===== src/rtl/drug_seq_pkg.sv =====
// Shared types and default timing constants for the drug delivery sequencer.
// States, phase lengths and the cumulative-dose width are kept here so the top and the bench agree.
package drug_seq_pkg;

    typedef enum logic [2:0] {
        IDLE,
        IV_SETUP,
        INFUSE,
        FLUSH,
        LOCKOUT
    } seq_state_t;

    localparam int DEF_IV_SETUP_CYCLES = 4;
    localparam int DEF_UNIT_CYCLES     = 2;
    localparam int DEF_FLUSH_CYCLES    = 3;
    localparam int DEF_LOCKOUT_CYCLES  = 8;
    localparam int DEF_MAX_CUM_DOSE    = 24;

    localparam int CUM_W   = 8;
    localparam int TIMER_W = 8;

endpackage


===== src/rtl/drug_delivery_sequencer_phase_timer.sv =====
// Loadable down-counter that measures the length of one sequencer phase.
// expire is high during the last cycle of a loaded interval, so the FSM can leave on that edge.
module phase_timer #(
    parameter int WIDTH = 8
) (
    input  logic             clk,
    input  logic             rst,
    input  logic             load,
    input  logic [WIDTH-1:0] load_value,
    output logic             expire
);

    logic [WIDTH-1:0] count;

    always_ff @(posedge clk) begin
        if (!rst) begin
            count <= '0;
        end else if (load) begin
            count <= load_value;
        end else if (count != '0) begin
            count <= count - 1'b1;
        end
    end

    assign expire = (count == {{(WIDTH-1){1'b0}}, 1'b1});

endmodule


===== src/rtl/drug_delivery_sequencer.sv =====
// Sequences one drug administration: IV setup, timed infusion, saline flush, refractory lockout.
// Enforces a cumulative dose ceiling and aborts safely when CPR starts.
module drug_delivery_sequencer
    import drug_seq_pkg::*;
#(
    parameter int IV_SETUP_CYCLES = DEF_IV_SETUP_CYCLES,
    parameter int UNIT_CYCLES     = DEF_UNIT_CYCLES,
    parameter int FLUSH_CYCLES    = DEF_FLUSH_CYCLES,
    parameter int LOCKOUT_CYCLES  = DEF_LOCKOUT_CYCLES,
    parameter int MAX_CUM_DOSE    = DEF_MAX_CUM_DOSE
) (
    input  logic             clk,
    input  logic             rst,
    input  logic             dose_req,
    input  logic [3:0]       dose_units,
    input  logic             cpr_active,
    input  logic             dose_clear,
    output logic             dose_ack,
    output logic             dose_reject,
    output logic             iv_line_setup,
    output logic             pump_enable,
    output logic             saline_flush,
    output logic             busy,
    output logic             dose_done,
    output logic             dose_abort,
    output logic [CUM_W-1:0] cum_dose
);

    localparam logic [TIMER_W-1:0] IV_LOAD      = IV_SETUP_CYCLES[TIMER_W-1:0];
    localparam logic [TIMER_W-1:0] UNIT_LOAD    = UNIT_CYCLES[TIMER_W-1:0];
    localparam logic [TIMER_W-1:0] UNIT_LAST    = UNIT_LOAD - 1'b1;
    localparam logic [TIMER_W-1:0] FLUSH_LOAD   = FLUSH_CYCLES[TIMER_W-1:0];
    localparam logic [TIMER_W-1:0] LOCKOUT_LOAD = LOCKOUT_CYCLES[TIMER_W-1:0];
    localparam logic [CUM_W:0]     CUM_LIMIT    = MAX_CUM_DOSE[CUM_W:0];

    seq_state_t         state;
    seq_state_t         state_next;
    logic [3:0]         dose_latched;
    logic [3:0]         dose_latched_next;
    logic               abort_flag;
    logic               abort_flag_next;
    logic               timer_load;
    logic [TIMER_W-1:0] timer_value;
    logic               timer_expire;
    logic               ack_next;
    logic               reject_next;
    logic               done_next;
    logic               abort_next;
    logic               clear_cum;
    logic [CUM_W-1:0]   cum_base;
    logic [CUM_W:0]     cum_sum;
    logic [TIMER_W-1:0] unit_cnt;
    logic               unit_boundary;

    phase_timer #(
        .WIDTH(TIMER_W)
    ) u_phase_timer (
        .clk       (clk),
        .rst       (rst),
        .load      (timer_load),
        .load_value(timer_value),
        .expire    (timer_expire)
    );

    // A clear on the same edge as a request makes the limit check start from zero.
    assign cum_base      = dose_clear ? '0 : cum_dose;
    assign cum_sum       = {1'b0, cum_base} + {{(CUM_W-3){1'b0}}, dose_units};
    assign unit_boundary = (state == INFUSE) && (unit_cnt == UNIT_LAST);

    always_comb begin
        state_next        = state;
        dose_latched_next = dose_latched;
        abort_flag_next   = abort_flag;
        timer_load        = 1'b0;
        timer_value       = '0;
        ack_next          = 1'b0;
        reject_next       = 1'b0;
        done_next         = 1'b0;
        abort_next        = 1'b0;
        clear_cum         = 1'b0;

        case (state)
            IDLE: begin
                clear_cum       = dose_clear;
                abort_flag_next = 1'b0;
                if (!cpr_active && dose_req) begin
                    if ((dose_units != 4'd0) && (cum_sum <= CUM_LIMIT)) begin
                        ack_next          = 1'b1;
                        dose_latched_next = dose_units;
                        state_next        = IV_SETUP;
                        timer_load        = 1'b1;
                        timer_value       = IV_LOAD;
                    end else begin
                        reject_next = 1'b1;
                    end
                end
            end

            // No drug has flowed yet, so a CPR abort here skips flush and lockout.
            IV_SETUP: begin
                if (cpr_active) begin
                    state_next = IDLE;
                    abort_next = 1'b1;
                end else if (timer_expire) begin
                    state_next  = INFUSE;
                    timer_load  = 1'b1;
                    timer_value = {4'b0, dose_latched} * UNIT_LOAD;
                end
            end

            INFUSE: begin
                if (cpr_active || timer_expire) begin
                    state_next      = FLUSH;
                    abort_flag_next = abort_flag | cpr_active;
                    timer_load      = 1'b1;
                    timer_value     = FLUSH_LOAD;
                end
            end

            FLUSH: begin
                if (timer_expire) begin
                    state_next  = LOCKOUT;
                    done_next   = !abort_flag;
                    abort_next  = abort_flag;
                    timer_load  = 1'b1;
                    timer_value = LOCKOUT_LOAD;
                end
            end

            LOCKOUT: begin
                if (timer_expire) begin
                    state_next = IDLE;
                end
            end

            default: begin
                state_next = IDLE;
            end
        endcase
    end

    // State, latched request and every output are registered together.
    always_ff @(posedge clk) begin
        if (!rst) begin
            state         <= IDLE;
            dose_latched  <= '0;
            abort_flag    <= 1'b0;
            dose_ack      <= 1'b0;
            dose_reject   <= 1'b0;
            iv_line_setup <= 1'b0;
            pump_enable   <= 1'b0;
            saline_flush  <= 1'b0;
            busy          <= 1'b0;
            dose_done     <= 1'b0;
            dose_abort    <= 1'b0;
        end else begin
            state         <= state_next;
            dose_latched  <= dose_latched_next;
            abort_flag    <= abort_flag_next;
            dose_ack      <= ack_next;
            dose_reject   <= reject_next;
            iv_line_setup <= (state_next == IV_SETUP);
            pump_enable   <= (state_next == INFUSE);
            saline_flush  <= (state_next == FLUSH);
            busy          <= (state_next != IDLE);
            dose_done     <= done_next;
            dose_abort    <= abort_next;
        end
    end

    // Only whole units are credited; a partial unit cut short by an abort is dropped.
    always_ff @(posedge clk) begin
        if (!rst) begin
            unit_cnt <= '0;
            cum_dose <= '0;
        end else begin
            if (state == INFUSE) begin
                unit_cnt <= unit_boundary ? '0 : unit_cnt + 1'b1;
            end else begin
                unit_cnt <= '0;
            end
            if (clear_cum) begin
                cum_dose <= '0;
            end else if (unit_boundary && ({1'b0, cum_dose} < CUM_LIMIT)) begin
                cum_dose <= cum_dose + 1'b1;
            end
        end
    end

endmodule

===== config.mk =====
export PLATFORM = sky130hd
export DESIGN_NAME = drug_delivery_sequencer
export DESIGN_NICKNAME = d
export VERILOG_FILES = /design/src/rtl/drug_seq_pkg.sv /design/src/rtl/drug_delivery_sequencer_phase_timer.sv /design/src/rtl/drug_delivery_sequencer.sv
export SDC_FILE = /design/constraint.sdc
export NUM_CORES = 1
export LEC_CHECK = 0
export CAP_MARGIN = 0
export CORE_MARGIN = 3
export CORE_UTILIZATION = 50
export DETAILED_ROUTE_END_ITERATION = 6
export GPL_ROUTABILITY_DRIVEN = 0
export PLACE_DENSITY = 0.85
export SYNTH_ARGS = -nofsm -noshare
export SYNTH_HDL_FRONTEND = slang
export SYNTH_SLANG_ARGS = --single-unit

===== constraint.sdc =====
create_clock -name clk -period 2.7 [get_ports clk]
set_input_delay 0.54 -clock clk [delete_from_list [all_inputs] [get_ports clk]]
set_output_delay 0.54 -clock clk [all_outputs]
set_load 0.01 [all_outputs]

==> reports/results.txt, run 1 <==
Ys Warns = 0
CP required = 2.87 ns
post-layout net count = 297
dpl cell area = 2470 um2
Worst Path Max Fanout = 5
maxcap violations = 0
most used cell, CP = buf_4
Worst-path clk slew = 0.07 ns
worst hold path class = reg2reg
mapped cell area = 2090 um2
CTS Buf Count = 5
Reg2Reg Depth = 11
Reg-to-Reg Start = cum_dose[0]
CTS tree = built
Slew headroom = 57.8%
crit-path cells = clkdlybuf4s15_1 > nor2b_1 > ha_2 > fa_2 > a211oi_2 > buf_4 > buf_4 > o221a_2 > a2111oi_4 > nor3_1 > buf_4 > o41a_1
slowest cell delay on critical path = 0.41 ns
unrepaired setup endpoints after global routing = yes
Die Area = 5000 um2
Post-synth EDFFs = 0
initial antenna violation count = 0
I/O Pins = 25
Static Leak = 0.999 nW
Mean Syn Cell Area = 8.98 um2
Initial Util = 54.3%
Final Core Density = 67.8%
Worst Path Class, Setup = in2reg
Mapped Cells = 233
final cell count without fillers = 326
mean routed wirelength per cell = 13.8 um
Post-Route WL = 4490 um
WP data arrival = 2.79 ns
Synthesized Nets = 252
clk buf depth = 2
fraction of layout cells with a size suffix above 1 = 16.9%
RR Endpoint = busy
CP Launch Point = dose_clear
Distinct cells, synth = 50
register-to-register path setup slack = 0.21 ns
Critical-path top delay cell = o41a_1
Fmax = 382 MHz
Via density = 5.59
hold buffers post-CTS = 0
Congestion Overflow GR = 0
Hold Worst Slack = 0.467 ns
skew final = 0.00640 ns
Max H-tree Level = 2
Tot Pwr = 1.74 mW
hold path depth = 2
Setup WS post-layout = 0.0852 ns
ant diodes = 0
top_reg_cell synth = dfxtp_1
peak supply drop = 0.523 mV
Starting DRT DRC Count = 112
number of fill cells = 298
CP startpoint kind = input pin
final setup TNS = 0 ns
Setup-failing EPs final = 0
DRT Pass-1 Iters = 5
# rows = 22
DRT antenna net count = 0
Final Max Tran Viols = 0
Worst-Margin Slew = 0.629 ns
area grow syn2layout = 24.8%
hpwl dp = 3250 um
Setup crit end kind = register
Die Ht = 70.7 um
Hold Crit Start = dose_latched[1]
number of global-route vias before repair = 1,708
overall routing resource usage = 18.4%
later-pin clock latency in the skew report = 0.29 ns
Hold Path End = dose_latched[1]
outcome = finished, final reports clean
Post-route DRC = 0
Setup WS pre-CTS = -0.648 ns
fraction of registers with async set/reset = 0%
port bufs = 24
via count = 1,822
clock period minus worst slack = 2.61 ns
Seq/Total Area, Yosys = 38.3%
global-route wire length before repair = 7430 um
Root Buffer = clkbuf_8
Final Cycle Share = 96.8%
dpl cells = 316
largest net degree at the start of global routing = 15
Die W = 70.7 um
Cell Pwr Density = 668 nW/um2
Fin. Hold Viols = 0
clock sinks = 40
flop and latch count out of synthesis = 40
Core Region = 3850 um2
post-route cell area = 2610 um2
cell type report:
cell class	count	area, um2	share of cell area [%]
clock buffer	6	72.6	2.78
clock inverter	1	5.00	0.192
inverter	8	30.0	1.15
multi-input combinational	177	1240	47.4
sequential	40	801	30.7
tap	48	60.1	2.30
timing repair buffer	46	405	15.5
cell families (layout without fill, tap and decap cells):
kind of cell | count (synthesis) | after routing | share of synthesized area [%]
and+or+nand+nor | 111 | 111 | 28.7
DFF | 40 | 40 | 38.3
AOI/OAI and AO/OA | 36 | 36 | 12.8
buffers and inverters | 16 | 61 | 4.61
xor gates and xnor gates | 15 | 15 | 6.28
adders and majority gates | 10 | 10 | 6.34
muxes | 5 | 5 | 2.99
synth_stat cells, drive strengths merged (5+ instances only):
master	n	area, um2
dfxtp	40	801
nor2	31	119
nand2	20	82.6
a21oi	12	60.1
nand3	10	50.1
ha	9	113
nor2b	9	56.3
nor3	9	45.0
xnor2	9	78.8
inv	8	30.0
and3	6	37.5
buf	6	43.8
xor2	6	52.6
mux2i	5	62.6
nor3b	5	37.5
nor4	5	46.3
worst max-delay path: cells and delay by family:
| family | cells | cell delay, ns |
|---|---|---|
| compound gates | 4 | 0.95 |
| buf+inv | 4 | 0.63 |
| fa+ha+maj | 2 | 0.44 |
| simple gates | 2 | 0.22 |
sequential cells by signal, summed over array words and instances (netlist names):
name and cells:
iv_line_setup 1, state 3, abort_flag 1, dose_done 1, dose_reject 1, saline_flush 1, pump_enable 1, dose_latched 4
cum_dose 8, dose_ack 1, dose_abort 1, busy 1, u_phase_timer.count 8, unit_cnt 8
per-layer routing:
| metal | routed length [um] | GRT usage [%] | vias up |
|---|---|---|---|
| met2 | 2100 | 30.7 | 49 |
| met4 | 112 | 7.52 | 0 |
| met3 | 232 | 4.55 | 12 |
| li1 | - | - | 912 |
| met5 | 0 | 0 | - |
| met1 | 2050 | 22.7 | 849 |
cells in the final DEF, fill, tap and decap left out, types with 2 or more instances in the layout:
| cell type | synthesis | final |
|---|---|---|
| o22ai_1 | 2 | 2 |
| dlygate4sd2_1 | 0 | 2 |
| nor3b_1 | 5 | 5 |
| a211oi_1 | 3 | 2 |
| inv_1 | 8 | 8 |
| buf_4 | 3 | 22 |
| o21a_1 | 2 | 2 |
| and3_1 | 6 | 6 |
| nor4b_1 | 2 | 2 |
| o21ai_0 | 4 | 4 |
| dfxtp_1 | 40 | 40 |
| nor4_1 | 4 | 4 |
| xnor2_1 | 9 | 9 |
| o31ai_2 | 0 | 2 |
| a41oi_1 | 2 | 2 |
| o211ai_1 | 2 | 2 |
| clkdlybuf4s50_1 | 0 | 20 |
| nand2_1 | 19 | 19 |
| mux2i_1 | 4 | 4 |
| clkbuf_8 | 1 | 5 |
| a21oi_1 | 12 | 12 |
| nand3_1 | 10 | 10 |
| ha_1 | 9 | 7 |
| a211oi_2 | 1 | 2 |
| xor2_1 | 6 | 6 |
| nand4b_1 | 2 | 2 |
| and2_1 | 4 | 4 |
| nor3_1 | 9 | 9 |
| nor2_1 | 30 | 30 |
| nor2b_1 | 9 | 8 |
worst max-delay path by stage:
stage                                         to
after floorplan           u_phase_timer.count[2]
after global placement                      busy
after detailed placement                    busy
after CTS                                   busy
after global routing                        busy
final                                       busy
what timing repair did:
item | in CTS | in global routing
pin swaps | 7 | 2
hold endpoints to repair | 0 | 0
resized for setup | 9 | 4
setup endpoints to repair | 19 | 11
setup buffers | 3 | 0
power breakdown:
part	internal, mW	switching, mW
Combinational	0.295	0.328
Sequential	0.661	0.0891
Clock	0.176	0.196
Total	1.13	0.613
Power figures use the tool's default switching activity.
==> inputs of run 2 (changes only) <==
--- a/config.mk
+++ b/config.mk
@@ -6,11 +6,13 @@
 export NUM_CORES = 1
 export LEC_CHECK = 0
 export CAP_MARGIN = 0
+export CORE_ASPECT_RATIO = 1.4
 export CORE_MARGIN = 3
 export CORE_UTILIZATION = 50
 export DETAILED_ROUTE_END_ITERATION = 6
 export GPL_ROUTABILITY_DRIVEN = 0
-export PLACE_DENSITY = 0.85
+export PLACE_DENSITY = 0.84
 export SYNTH_ARGS = -nofsm -noshare
 export SYNTH_HDL_FRONTEND = slang
+export SYNTH_HIERARCHICAL = 1
 export SYNTH_SLANG_ARGS = --single-unit
==> reports/results.txt, run 2 <==
slowest cell delay on critical path = 0.38 ns
Die Area = 5150 um2
largest family of logic cells by synthesized area = simple AND/OR/NAND/NOR gates
Fmax = 390 MHz
maxcap violations = 0
later-pin clock latency in the skew report = 0.29 ns
CP top delay family = simple AND/OR/NAND/NOR gates
Static Leak = 1.13 nW
Starting DRT DRC Count = 41
Worst-path clk slew = 0.07 ns
post-synth top area share = 37.1%
Final Core Density = 69.0%
outcome = finished, final reports clean
Setup-failing EPs final = 0
Max H-tree Level = 2
final cell count without fillers = 337
skew final = 0.00577 ns
mapped cell area = 2160 um2
Mapped Cells = 243
Final Max Tran Viols = 0
clock sinks = 40
CP required = 2.88 ns
Post-Route WL = 4720 um
DRT Pass-1 Iters = 4
Worst Path Buf+Inv = 1
overall routing resource usage = 20.6%
Congestion Overflow GR = 0
most instantiated cells after synthesis = 40 x dfxtp_1, 34 x nor2_1, 23 x nand2_1
commonest non-fill, non-tap cells in the layout = 39 x dfxtp_1, 33 x nor2_1, 23 x buf_4, 22 x nand2_1, 19 x clkdlybuf4s50_1
flop and latch count out of synthesis = 40
Initial Util = 53.2%
CTS Buf Count = 5
largest net degree at the start of global routing = 17
CTS tree = built
crit-path cells = nor2b_2 > ha_2 > fa_2 > nand3_2 > a21oi_1 > a2111oi_4 > o311ai_4 > nor2_4 > or2_4 > inv_8 > nand4_4 > mux2i_1 > a21boi_1
commonest non-fill, non-tap cell in the layout = dfxtp_1
Mean Syn Cell Area = 8.87 um2
Multi-input gate area = 1360 um2
most frequent cell after synthesis = dfxtp_1
Distinct cells, synth = 46
DRT antenna net count = 0
WP data arrival = 2.75 ns
top_reg_cell synth = dfxtp_1
ant diodes = 0
Via density = 5.44
Final Cycle Share = 95.0%
CP startpoint kind = register
Worst Path Max Fanout = 5
peak supply drop = 0.381 mV
Compound-Gate Fraction of Synth Area = 11.8%
simple-gate share of the synthesized area = 28.9%
Post-route DRC = 0
mean routed wirelength per cell = 14.0 um
global-route wire length before repair = 8230 um
Core Region = 4050 um2
Fin. Hold Viols = 0
port bufs = 24
Post-Synth Adder-Cell Area = 6.73%
Cell Pwr Density = 600 nW/um2
Post-Synth XOR/XNOR Area = 7.72%
fraction of layout cells with a size suffix above 1 = 23.5%
fraction of registers with async set/reset = 0%
Critical-path top delay cell = fa_2
hold buffers post-CTS = 0
I/O Pins = 25
top flop regs = cum_dose: 8 flops, u_phase_timer/count: 8 flops, unit_cnt: 8 flops
Seq/Total Area, Yosys = 37.1%
number of global-route vias before repair = 1,864
number of fill cells = 308
area grow syn2layout = 29.8%
Worst Path Class, Setup = reg2reg
clk buf depth = 2
Die W = 61.5 um
initial antenna violation count = 0
post-layout net count = 313
hpwl dp = 3460 um
Root Buffer = clkbuf_8
largest cells by area after synthesis = dfxtp_1 37%, nor2_1 5.9%, ha_1 5.8%
# rows = 27
Setup crit end kind = register
sequential cell area = 802 um2
worst hold path class = reg2reg
via count = 1,834
Post-synth EDFFs = 0
Die Ht = 83.7 um
clock period minus worst slack = 2.56 ns
post-synthesis mux area share = 4.18%
dpl cells = 329
Synth area leader = dfxtp_1
Ys Warns = 6
[run 2: changes by cell type after synthesis, sizes merged, moves of 3 or more]
cell | previous run | this run
nand2 | 20 | 24
clkbuf | 1 | 5
nor2 | 31 | 35
buf | 6 | 3
xor2 | 6 | 11
mux2i | 5 | 9
[run 2: layout make-up]
type | count | share of cell area, %
clock buffer | 6 | 2.95
clock inverter | 2 | 0.358
inverter | 10 | 1.61
multi-input combinational | 187 | 48.7
sequential | 40 | 28.7
tap | 43 | 1.92
timing repair buffer | 49 | 15.8
[run 2: kinds of logic (layout without fill, tap and decap cells)]
kind of cell | Yosys count | after routing
adder cells (fa/ha/maj) | 11 | 11
AND/OR/NAND/NOR | 114 | 114
XOR/XNOR | 19 | 19
flip-flops | 40 | 40
buffers and inverters | 18 | 67
multiplexers | 9 | 9
other | 1 | 3
AO/OA/AOI/OAI | 31 | 31
[run 2: tightest hold or removal path, delay by kind of cell (launching register included)]
kind	cells	cell delay [ns]
flip-flops	1	0.31
AND/OR/NAND/NOR	1	0.05
multiplexers	1	0.05
[run 2: stage by stage]
step | total power [mW] | area [um2] | hold WS [ns] | setup TNS [ns] | worst slack, ns
finish | 1.68 | 2800 | 0.459 | 0 | 0.136
CTS | 1.68 | 2760 | 0.461 | 0 | 0.0105
detailed placement | 1.27 | 2670 | 0.449 | -7.32 | -0.585
global route | 1.78 | 2800 | 0.487 | -0.00984 | -0.00543
global placement | 1.25 | 2670 | 0.442 | -6.20 | -0.497
floorplan | 1.13 | 2220 | 0.421 | -1.13 | -0.163
[run 2: final timing paths]
path	slack (ns)	endpoint	startpoint	cells after the start
setup / recovery	0.14	u_phase_timer/count[0]	cum_dose[0]	13
hold / removal	0.46	dose_latched[3]	dose_latched[3]	2
setup reg to reg	0.14	u_phase_timer/count[0]	cum_dose[0]	13
hold reg to reg	0.46	dose_latched[3]	dose_latched[3]	2
[run 2: power by group]
group | switching, mW | total [mW] | internal (mW) | leakage (nW)
registers | 0.0786 | 0.728 | 0.650 | 0.326
clock network | 0.201 | 0.405 | 0.204 | 0.0510
logic | 0.274 | 0.547 | 0.274 | 0.758
total | 0.553 | 1.68 | 1.13 | 1.13
[run 2: layer usage]
metal / vias to the layer above / track usage (%) / routed length [um]
met5: - / 0 / 0
met4: 0 / 5.79 / 76
met3: 8 / 4.49 / 113
met2: 27 / 35.1 / 2500
met1: 870 / 25.0 / 2030
li1: 929 / - / -
[run 2: what timing repair did]
action / 4_1_cts / 5_1_grt
pin swaps: 9 / 10
cloned: 0 / 0
setup buffers: 0 / 1
resized for setup: 6 / 12
endpoints found under the hold margin: 0 / 0
endpoints found under the setup margin: 12 / 8
==> inputs of run 3 (changes only) <==
--- a/config.mk
+++ b/config.mk
@@ -12,6 +12,7 @@
 export DETAILED_ROUTE_END_ITERATION = 6
 export GPL_ROUTABILITY_DRIVEN = 0
 export PLACE_DENSITY = 0.84
+export RECOVER_POWER = 100
 export SYNTH_ARGS = -nofsm -noshare
 export SYNTH_HDL_FRONTEND = slang
 export SYNTH_HIERARCHICAL = 1
==> reports/results.txt, run 3 (synthesized netlist as in run 2, its figures left out) <==
CTS tree = built
Setup crit end kind = register
register-to-register path setup slack = 0.13 ns
top flop regs = cum_dose: 8 flops, u_phase_timer/count: 8 flops, unit_cnt: 8 flops
Multi-input gate area = 1350 um2
Core Region = 4050 um2
Fmax = 390 MHz
CP startpoint kind = register
Post-route DRC = 0
number of fill cells = 313
Setup-failing EPs final = 0
hpwl dp = 3460 um
largest net degree at the start of global routing = 17
RR Endpoint = u_phase_timer/count[0]
Critical-path top delay cell = fa_2
post-route cell area = 2780 um2
area grow syn2layout = 28.9%
Via density = 5.53
Fin. Hold Viols = 0
dpl cell area = 2670 um2
mean routed wirelength per cell = 14.0 um
global-route wire length before repair = 8230 um
DRT Pass-1 Iters = 4
clk buf depth = 2
I/O Pins = 25
CP top delay family = simple AND/OR/NAND/NOR gates
final setup TNS = 0 ns
skew final = 0.00686 ns
Worst-path clk slew = 0.07 ns
worst hold path class = reg2reg
Root Buffer = clkbuf_8
WP data arrival = 2.75 ns
Worst Path Max Fanout = 5
hold buffers post-CTS = 0
Static Leak = 1.18 nW
Final Max Tran Viols = 0
Worst Path Buf+Inv = 1
port bufs = 24
overall routing resource usage = 20.6%
# rows = 27
Die W = 61.5 um
CP required = 2.88 ns
Final Cycle Share = 95.0%
peak supply drop = 0.382 mV
outcome = finished, final reports clean
dpl cells = 329
DRT antenna net count = 0
post-layout net count = 313
maxcap violations = 0
sequential cell area = 802 um2
Die Area = 5150 um2
Final Core Density = 68.5%
clock period minus worst slack = 2.57 ns
fraction of layout cells with a size suffix above 1 = 22.4%
Starting DRT DRC Count = 48
Hold Crit Start = dose_latched[3]
Crit path depth = 13
final cell count without fillers = 337
clock sinks = 40
initial antenna violation count = 0
Die Ht = 83.7 um
Worst Path Class, Setup = reg2reg
Setup crit end = u_phase_timer/count[0]
CTS Buf Count = 5
Max H-tree Level = 2
crit-path cells = nor2b_2 > ha_2 > fa_2 > nand3_2 > a21oi_1 > a2111oi_4 > o311ai_4 > nor2_4 > or2_4 > inv_8 > nand4_4 > mux2i_1 > a21boi_1
Post-Route WL = 4730 um
ant diodes = 0
Initial Util = 53.2%
number of global-route vias before repair = 1,864
later-pin clock latency in the skew report = 0.29 ns
Cell Pwr Density = 593 nW/um2
Reg-to-Reg Start = cum_dose[0]
via count = 1,864
commonest non-fill, non-tap cell in the layout = dfxtp_1
Reg2Reg Depth = 13
Congestion Overflow GR = 0
slowest cell delay on critical path = 0.38 ns
CP Launch Point = cum_dose[0]
commonest non-fill, non-tap cells in the layout = 39 x dfxtp_1, 33 x nor2_1, 22 x nand2_1, 22 x buf_4, 17 x dlygate4sd3_1
-- run 3: per-layer routing --
metal  routed length (um)  track usage, %  part of all wire [%]
met5                    0               0                     0
met2                 2540            35.1                    54
met1                 1980            25.0                    42
met3                  141            4.49                   3.0
met4                   59            5.79                   1.2
-- run 3: power by group --
part	switching, mW	leakage [nW]	internal, mW
sequential	0.0653	0.326	0.650
clock	0.201	0.0510	0.204
combinational	0.272	0.804	0.257
-- run 3: final cells by class --
class,instances,share of cell area [%]
clock inverters,2,0.360
well taps,43,1.94
inverters,10,1.62
multi-input cells,187,48.4
flip-flops and latches,40,28.9
repair buffers,49,15.8
clock buffers,6,2.97
-- run 3: repair_timing --
item,CTS,global route
setup endpoints to repair,12,8
buffers inserted,0,1
pin swaps,9,10
gates resized for setup,6,12
-- run 3: worst min path at each step --
| stage | end | slack (ns) | depth (start not counted) |
|---|---|---|---|
| after floorplan | dose_done | 0.42 | 1 |
| after global placement | dose_latched[0] | 0.44 | 2 |
| after detailed placement | dose_latched[3] | 0.45 | 2 |
| after CTS | dose_latched[3] | 0.46 | 2 |
| after global routing | dose_latched[3] | 0.49 | 2 |
| final | dose_latched[3] | 0.46 | 2 |
-- run 3: worst min-delay path: stages (launching register included) --
cell and delay (ns):
dfxtp_1 0.31, nand2_1 0.05, mux2i_1 0.05
-- run 3: through the flow --
step | hold WS (ns) | power, mW | worst slack (ns)
detailed placement | 0.449 | 1.27 | -0.585
global placement | 0.442 | 1.25 | -0.497
floorplan | 0.421 | 1.13 | -0.163
finish | 0.462 | 1.65 | 0.134
global route | 0.487 | 1.75 | -0.00543
CTS | 0.461 | 1.68 | 0.0105
